[src/rtl/demultiplexor6_tdm_if.sv]
// Bus bundle for the 64-slot TDM demultiplexer: serial input side, parallel output side,
// slot index, framing error and the output state for debug.
interface demultiplexor6_tdm_if #(
  parameter int WIDTH = 64,
  parameter int SEL_W = 6
);
  // Handshakes: a transfer happens on a posedge where valid & ready are both high. The
  // producer holds its payload steady while valid & !ready; ready never waits on a later valid.
  logic             in_bit;
  logic             in_valid;
  logic             in_sync;
  logic             in_ready;
  logic [WIDTH-1:0] out_word;
  logic             out_valid;
  logic             out_ready;
  logic [SEL_W-1:0] slot;
  logic             frame_err;
  logic             out_state;

  modport master (
    output in_bit, in_valid, in_sync, out_ready,
    input  in_ready, out_word, out_valid, slot, frame_err, out_state
  );

  modport slave (
    input  in_bit, in_valid, in_sync, out_ready,
    output in_ready, out_word, out_valid, slot, frame_err, out_state
  );
endinterface

[src/rtl/demultiplexor6_tdm.sv]
// Receive end of a 64:1 TDM link: one serial bit per slot is assembled into a parallel word
// and offered on a valid/ready output with a one-word holding register.
module demultiplexor6_tdm #(
  parameter int WIDTH = 64,
  parameter int SEL_W = 6
) (
  input  logic              clk,
  input  logic              rst,
  demultiplexor6_tdm_if.slave bus
);

  typedef enum logic {
    EMPTY = 1'b0,
    FULL  = 1'b1
  } out_state_t;

  out_state_t       state, state_nx;
  logic [WIDTH-2:0] asm_buf;
  logic [WIDTH-1:0] out_word_q;
  logic [SEL_W-1:0] slot_q;
  logic [SEL_W-1:0] wr_slot;
  logic             last;
  logic             accept;
  logic             complete;
  logic             frame_err_q;

  // A sync marker forces the write to slot 0 regardless of where the counter stands.
  assign wr_slot  = bus.in_sync ? '0 : slot_q;
  assign last     = (wr_slot == SEL_W'(WIDTH - 1));
  assign bus.in_ready = !(last && (state == FULL) && !bus.out_ready);
  assign accept   = bus.in_valid && bus.in_ready;
  assign complete = accept && last;

  always_comb begin
    state_nx = state;
    case (state)
      EMPTY: if (complete) state_nx = FULL;
      FULL:  if (bus.out_ready && !complete) state_nx = EMPTY;
      default: state_nx = EMPTY;
    endcase
  end

  always_ff @(posedge clk) begin
    if (rst) begin
      state       <= EMPTY;
      slot_q      <= '0;
      asm_buf     <= '0;
      out_word_q  <= '0;
      frame_err_q <= 1'b0;
    end else begin
      state       <= state_nx;
      frame_err_q <= accept && bus.in_sync && (slot_q != '0);
      if (accept) begin
        if (wr_slot == '0) begin
          // Start of frame wipes the buffer so an abandoned frame cannot leak into this one.
          asm_buf <= {{(WIDTH - 2){1'b0}}, bus.in_bit};
        end else if (!last) begin
          asm_buf[wr_slot] <= bus.in_bit;
        end
        if (last) begin
          out_word_q <= {bus.in_bit, asm_buf};
          slot_q     <= '0;
        end else begin
          slot_q     <= wr_slot + SEL_W'(1);
        end
      end
    end
  end

  assign bus.out_word  = out_word_q;
  assign bus.out_valid = (state == FULL);
  assign bus.slot      = slot_q;
  assign bus.frame_err = frame_err_q;
  assign bus.out_state = logic'(state);

endmodule
[src/flat_wrapper.sv]
// flat-port wrapper written by rule: the top's interface ports become plain ports
module demultiplexor6_tdm_flat 
#(
  parameter int WIDTH = 64,
  parameter int SEL_W = 6
)
  (clk, rst, bus_in_bit, bus_in_valid, bus_in_sync, bus_out_ready, bus_in_ready, bus_out_word, bus_out_valid, bus_slot, bus_frame_err, bus_out_state);
  demultiplexor6_tdm_if #(.WIDTH(WIDTH), .SEL_W(SEL_W)) bus_i ();
  input  logic clk;
  input  logic rst;
  input wire logic [$bits(bus_i.in_bit)-1:0] bus_in_bit;
  input wire logic [$bits(bus_i.in_valid)-1:0] bus_in_valid;
  input wire logic [$bits(bus_i.in_sync)-1:0] bus_in_sync;
  input wire logic [$bits(bus_i.out_ready)-1:0] bus_out_ready;
  output wire logic [$bits(bus_i.in_ready)-1:0] bus_in_ready;
  output wire logic [$bits(bus_i.out_word)-1:0] bus_out_word;
  output wire logic [$bits(bus_i.out_valid)-1:0] bus_out_valid;
  output wire logic [$bits(bus_i.slot)-1:0] bus_slot;
  output wire logic [$bits(bus_i.frame_err)-1:0] bus_frame_err;
  output wire logic [$bits(bus_i.out_state)-1:0] bus_out_state;
  assign bus_i.in_bit = bus_in_bit;
  assign bus_i.in_valid = bus_in_valid;
  assign bus_i.in_sync = bus_in_sync;
  assign bus_i.out_ready = bus_out_ready;
  assign bus_in_ready = bus_i.in_ready;
  assign bus_out_word = bus_i.out_word;
  assign bus_out_valid = bus_i.out_valid;
  assign bus_slot = bus_i.slot;
  assign bus_frame_err = bus_i.frame_err;
  assign bus_out_state = bus_i.out_state;
  demultiplexor6_tdm #(.WIDTH(WIDTH), .SEL_W(SEL_W)) u_core (.clk(clk), .rst(rst), .bus(bus_i));
endmodule
[config.mk]
export PLATFORM = sky130hd
export DESIGN_NAME = demultiplexor6_tdm_flat
export DESIGN_NICKNAME = d
export VERILOG_FILES = /design/src/rtl/demultiplexor6_tdm_if.sv /design/src/rtl/demultiplexor6_tdm.sv /design/src/flat_wrapper.sv
export SDC_FILE = /design/constraint.sdc
export NUM_CORES = 1
export LEC_CHECK = 0
export CAP_MARGIN = 20
export CORE_MARGIN = 2
export CORE_UTILIZATION = 49
export DETAILED_ROUTE_END_ITERATION = 10
export GPL_TIMING_DRIVEN = 0
export PLACE_DENSITY = 0.75
export SLEW_MARGIN = 20
export SYNTH_ARGS = -nofsm -noshare
export SYNTH_HDL_FRONTEND = slang
export SYNTH_SLANG_ARGS = --single-unit
[constraint.sdc]
create_clock -name clk -period 2.61 [get_ports clk]
set_clock_uncertainty 0.1 [all_clocks]
set_input_delay 0.522 -clock clk [delete_from_list [all_inputs] [get_ports clk]]
set_output_delay 0.522 -clock clk [all_outputs]
set_load 0.03 [all_outputs]
Word level (Yosys, flattened, before mapping). Cells that the tools add are included.

Add/subtract/negate cells: 1. Magnitude comparators: 2. Equal/unequal tests: 2. Muxes and demuxes: 10. Bitwise gates (word level): 1. Reductions and logical operators: 15.

Operators with widths (number): $mux W63 (2); $bwmux W63 (1); $mux W6 (2); $logic_and A1 B1 Y1 (8); $lt A6 B7 Y1 const B (1); $add A6 B1 Y6 const B (1); $demux W1 S6 (1); $eq A6 B6 Y1 const B (1); $ge A6 B1 Y1 const B (1); $logic_not A6 Y1 (1); $reduce_bool A6 Y1 (1); $reduce_and A2 Y1 (2); $logic_not A1 Y1 (3); $mux W1 (3); $ne A2 B2 Y1 const B (1); $pmux W1 S2 (1); $not A1 Y1 (1).

Register bits after elaboration: 135. Bits of input ports: 6. Output and inout port bits: 74. Logic and storage cells: 36.

Longest topological paths before layout. Gate-level depths: netlist of the first run.

Depth after elaboration: 11. Depth in mapped cells: 13. Mapped depth without buffers: 8.

Worst setup path before layout of the first run. Ideal clock, no wire load.

Path type: input-to-reg. Start point: in bus_in_sync. End point: reg u_core.asm_buf[36]. Library setup time: 117 ps. Data arrival time: 2578 ps. Data required time: 2393 ps. Slack: -185 ps. Cell stages on the path: 12. Buffers on the path: 4. Path through: buf_2 -> clkbuf_1 -> inv_1 -> nand2_1 -> inv_1 -> ha_1 -> and2_1 -> clkbuf_1 -> a21boi_4 -> clkbuf_1 -> o22ai_1 -> a22o_1.

Longest elaborated chain between the ends: 8. Elaborated cells on any way between the ends: 17. Classes of those cells: 2 x order compare; 2 x eq/ne; 6 x mux; 7 x reduce/logical.

Ends and longest elaborated chain: start: declaration (RTL line flat_wrapper.sv:13) `input wire logic [$bits(bus_i.in_sync)-1:0] bus_in_sync;`; $mux W6 * (RTL line demultiplexor6_tdm.sv:28) `assign wr_slot = bus.in_sync ? '0 : slot_q;`; $lt A6 B7 Y1 (not written as such) or $ge A6 B1 Y1 (tied branches) (RTL line demultiplexor6_tdm.sv:58) `asm_buf[wr_slot] <= bus.in_bit;`; $logic_and A1 B1 Y1 (not written as such) (RTL line demultiplexor6_tdm.sv:58); $mux W1 (not written as such) (RTL line demultiplexor6_tdm.sv:58); $demux W1 S6; $bwmux W63 (RTL line demultiplexor6_tdm.sv:58); $mux W63 (RTL line demultiplexor6_tdm.sv:57) `end else if (!last) begin`; $mux W63 (RTL line demultiplexor6_tdm.sv:54) `if (wr_slot == '0) begin`; end signal: assignment (RTL line demultiplexor6_tdm.sv:56) `asm_buf <= {{(WIDTH - 2){1'b0}}, bus.in_bit};`; end signal: indexed assignment (RTL line demultiplexor6_tdm.sv:58); end: declaration (RTL line demultiplexor6_tdm.sv:18) `logic [WIDTH-2:0] asm_buf;`.

Every way passes the cells marked *; elsewhere a longest branch is shown, timed or not. The select of a mux whose other input is x is not followed. A chain may end at the register's enable or synchronous reset.

Worst setup path after layout of the first run.
Start point: reg u_core.slot_q[5], in the netlist u_core.bus.slot[5]. End point: out bus_in_ready.

Longest elaborated chain between the ends: 5.

Ends and longest elaborated chain: start: declaration (RTL line demultiplexor6_tdm.sv:20) `logic [SEL_W-1:0] slot_q;`; start signal: assignment (RTL line demultiplexor6_tdm.sv:64) `slot_q <= wr_slot + SEL_W'(1);`; $mux W6 (RTL line demultiplexor6_tdm.sv:28); $eq A6 B6 Y1 (RTL line demultiplexor6_tdm.sv:29) `assign last = (wr_slot == SEL_W'(WIDTH - 1));`; $logic_and A1 B1 Y1 (2 in series) (RTL line demultiplexor6_tdm.sv:30) `assign bus.in_ready = !(last && (state == FULL) && !bus.out_ready);`; $logic_not A1 Y1 (RTL line demultiplexor6_tdm.sv:30); end: declaration (RTL line flat_wrapper.sv:15) `output wire logic [$bits(bus_i.in_ready)-1:0] bus_in_ready;`.

No other way between the ends.

==> results of run 1 <==
## flip-flops by register name, indices dropped and copies added, names as in the netlist
signal	count
u_core.asm_buf	63
u_core.bus.out_state	1
u_core.bus.frame_err	1
u_core.bus.slot	6
u_core.bus.out_word	64
## cells by family after synthesis
family / count (synthesis) / share of synthesized area (%)
simple gates: 273 / 21.6
compound gates: 220 / 24.1
flops: 135 / 45.7
buf+inv: 96 / 7.62
mux: 3 / 0.508
fa+ha+maj: 2 / 0.423
## repair_timing
item                       in CTS  in global routing
buffers inserted                1                  2
gates cloned                    0                  0
setup endpoints to repair     136                 14
pin swaps                       1                  1
gates resized for setup        31                  4
## area by class of cell
class | count | area [um2] | area share (%)
Buffer | 70 | 385 | 5.09
Clock buffer | 19 | 453 | 5.98
Multi-Input combinational cell | 498 | 2800 | 37.0
Inverter | 24 | 90.1 | 1.19
Sequential cell | 135 | 2710 | 35.7
Clock inverter | 13 | 169 | 2.23
Tap cell | 147 | 184 | 2.43
Timing Repair Buffer | 80 | 786 | 10.4
## power by group through the flow
stage | Clock [mW] | Combinational, mW | Sequential, mW
finish | 2.52 | 0.224 | 2.07
floorplan | 0 | 0.140 | 2.11
global route | 2.62 | 0.236 | 2.07
detailed placement | 0 | 0.212 | 2.11
global placement | 0 | 0.209 | 2.11
CTS | 2.52 | 0.218 | 2.07
## Yosys cell counts, drive strengths merged (3+ instances only)
| cell | n | area (um2) |
|---|---|---|
| buf | 39 | 224 |
| nand4 | 4 | 25.0 |
| inv | 24 | 90.1 |
| or4bb | 3 | 33.8 |
| nor3b | 3 | 37.5 |
| dfxtp | 135 | 2700 |
| a21oi | 102 | 510 |
| o2bb2ai | 6 | 52.6 |
| nor4bb | 4 | 40.0 |
| nor4b | 5 | 71.3 |
| a31oi | 6 | 37.5 |
| a311oi | 6 | 52.6 |
| o32ai | 22 | 193 |
| a22o | 21 | 184 |
| or4b | 4 | 40.0 |
| mux2i | 3 | 30.0 |
| o22ai | 30 | 188 |
| nand3 | 12 | 60.1 |
| nor2 | 34 | 128 |
| o21ai | 14 | 70.1 |
| or2 | 4 | 25.0 |
| clkbuf | 33 | 136 |
| nand2 | 183 | 687 |
## final timing paths
path / start / to / slack [ps]
worst min register to register: u_core.bus.out_word[6] / u_core.bus.out_word[6] / 350
worst max-delay path: u_core.bus.slot[5] / bus_in_ready / 40
worst max register to register: u_core.bus.slot[2] / u_core.asm_buf[33] / 120
worst min-delay path: bus_in_valid / u_core.bus.slot[2] / 340
## per-layer routing
layer	share of wire, %	global-route usage (%)	wire length [um]
met1	45	41.3	8670
met2	45	46.3	8520
met3	7.9	6.96	1510
met4	2.0	10.2	388
met5	0	0	0
==> metrics.sh, run 1 <==
CTS_TREE='built'
PORT-BUFFER-COUNT=77
CLK_PATH_BUF_DEPTH=2
GLOBAL_ROUTE_WIRE_LENGTH_BEFORE_REPAIR_MM=29.6
HOLDWS_PS=337
POST-DP-HPWL_MM=13.7
CP_DATA_REQUIRED_TIME_PS=1990
VIAS=5796
FINAL_CELLS=986
FLOORPLAN.DIE.WIDTH_UM=114
SETUP_VIOL=0
CELL_PWR_DENSITY_nW_PER_UM2=636
YOSYSWARNINGCOUNT=0
LAYOUT_WORST_PATH_CYCLE_SHARE_PCT=98.4
DRT-INITIAL-DRC-COUNT=479
TIMING.MAX_SLEW.REL_SLACK_PCT=33.7
PLACEMENT_ROWS=40
ASYNC_FLOP_SHARE_PCT=0
WORST-SETUP-PATH-TYPE='reg2out'
CLK_PIN_SLEW_PS=60
DRIVE_GT1_SHARE_PCT=12.0
SYNTH_SEQUENTIAL_AREA_RATIO_PCT=45.7
ROUTABILITYCONGESTION=0.921
TOTALNEGATIVESETUPSLACK_PS=0
NUMBER_OF_DETAILED_ROUTING_ITERATIONS_RUN_BEFORE_ANTENNA_REPAIR=6
CTS_MADE_BUFFERS=17
CLOCK-ROOT-BUFFER='sky130_fd_sc_hd__clkbuf_16'
TIMING.CRITICAL_PATH.CELLS='nand4b_1, or3_4, buf_4'
CTS-HTREE-LEVELS=4
POST-ROUTE-MIN-PERIOD_PS=2570
FLOORPLAN.DIE.HEIGHT_UM=114
START_UTIL_PCT=49.6
WORST-PATH-STAGES=3
POWER.SHARE.SEQUENTIAL_PCT=42.9
NETS_FINAL=834
POST-ROUTE-UTIL_PCT=63.6
HOLD_PATH_CLASS='in2reg'
SWSHARE_PCT=23.3
TIMING_WORST_SLEW_PIN_VALUE_PS=993
REMAINING_DRC_ERRORS=0
DRT-VIAS-PER-INSTANCE=5.88
CP.ARRIVAL_PS=1940
DPL_CELL_AREA_UM2=6870
NUMPLACEDINSTANCES=953
POWER.COMBINATIONAL.FRACTION_PCT=4.7
SYNTH_CELL_TYPES=55
INTERNAL-POWER_mW=3.69
GR-USAGE-ALL-LAYERS_PCT=29.9
WORST_SKEW_PAIR.LATE_LATENCY_PS=430
ANTENNA_CELLS=0
CTSHOLDBUFFERS=0
SYNTH-SEQ-CELLS=135
SYN-MEAN-INSTANCE-AREA_UM2=8.10
DESIGN.CORE.AREA_UM2=11900
POSTSYNTH.TOPFLOPCELL='sky130_fd_sc_hd__dfxtp_1'
CTS_SINKS=135
P_TOTAL_mW=4.82
WORST_HOLD_PATH.NUM_CELLS=2
TIMING.CRITICAL_PATH.BUF_INV=1
INSTANCE_COUNT_OF_THE_MAPPED_NETLIST=729
GRT_MAX_DEGREE=20
RELATIVE_CONTRIBUTION_OF_THE_CLOCK_NETWORK_TO_TOTAL_POWER_PCT=52.4
NETLIST_AREA_UM2=5910
BOUNDARYPINS=80
SETUP_SLACK_PS=43.0
STATIC-LEAKAGE-POWER_nW=2.47
DRT.ANTENNA.VIOLATING_NETS=0
EDFF_COUNT_SYNTH=0
CP_SLOWEST_CELL='sky130_fd_sc_hd__dfxtp_1'
FINAL_COMMON_CELL='sky130_fd_sc_hd__nand2_1'
POSTSYNTHNETCOUNT=737
TIMING_HOLD_VIOLATIONS_FINAL=0
PEAK_SUPPLY_DROP_V=0.000399
FIN_AREA_UM2=7580
DRV_SLEW=0
P_SW_mW=1.12
CRITPATHMAXSTAGEDELAY_PS=520
CRITICAL_PATH.ENDPOINT_TYPE='primary output'
CRITICAL-PATH-TOP-DELAY-FAMILY='simple AND/OR/NAND/NOR gates'
FMAX_GHz=0.390
OUTCOME='complete, no violations'
FLOORPLAN.DIE_AREA_UM2=13000
WORST_SETUP_PATH_START_KIND='register'
CRITPATHMAXFANOUT=10
LAYOUT_COMMON_CELLS='181 x sky130_fd_sc_hd__nand2_1, 133 x sky130_fd_sc_hd__dfxtp_1, 102 x sky130_fd_sc_hd__a21oi_1'
R2R.WORST_PATH.CELLS=5
FLOW.AREA_GROWTH_FROM_SYNTHESIS_PCT=28.2
FILLCELLCOUNT=1060
WIRE_PER_INST_UM=19.4
GRT_PASS1_VIAS=5411
WL_MM=19.1
MAXCAPVIOLCOUNT=0
GLOBAL_ROUTE.OVERFLOW_TOTAL=0
PRECTSSETUPSLACK_PS=-1340
ANTENNA_VIOLATIONS_BEFORE_REPAIR=0
(Power assumes the default switching activity.)
==> inputs of run 2 (changes only) <==
--- a/config.mk
+++ b/config.mk
@@ -11,7 +11,6 @@
 export DETAILED_ROUTE_END_ITERATION = 10
 export GPL_TIMING_DRIVEN = 0
 export PLACE_DENSITY = 0.75
-export SLEW_MARGIN = 20
 export SYNTH_ARGS = -nofsm -noshare
 export SYNTH_HDL_FRONTEND = slang
 export SYNTH_SLANG_ARGS = --single-unit
==> results of run 2 <==
Final layout, timing and power as in run 1 (identical DEF).
==> inputs of run 3 (changes only) <==
--- a/config.mk
+++ b/config.mk
@@ -14,3 +14,4 @@
 export SYNTH_ARGS = -nofsm -noshare
 export SYNTH_HDL_FRONTEND = slang
 export SYNTH_SLANG_ARGS = --single-unit
+export TNS_END_PERCENT = 20
==> results of run 3 <==
Final layout, timing and power as in run 1 (identical DEF).
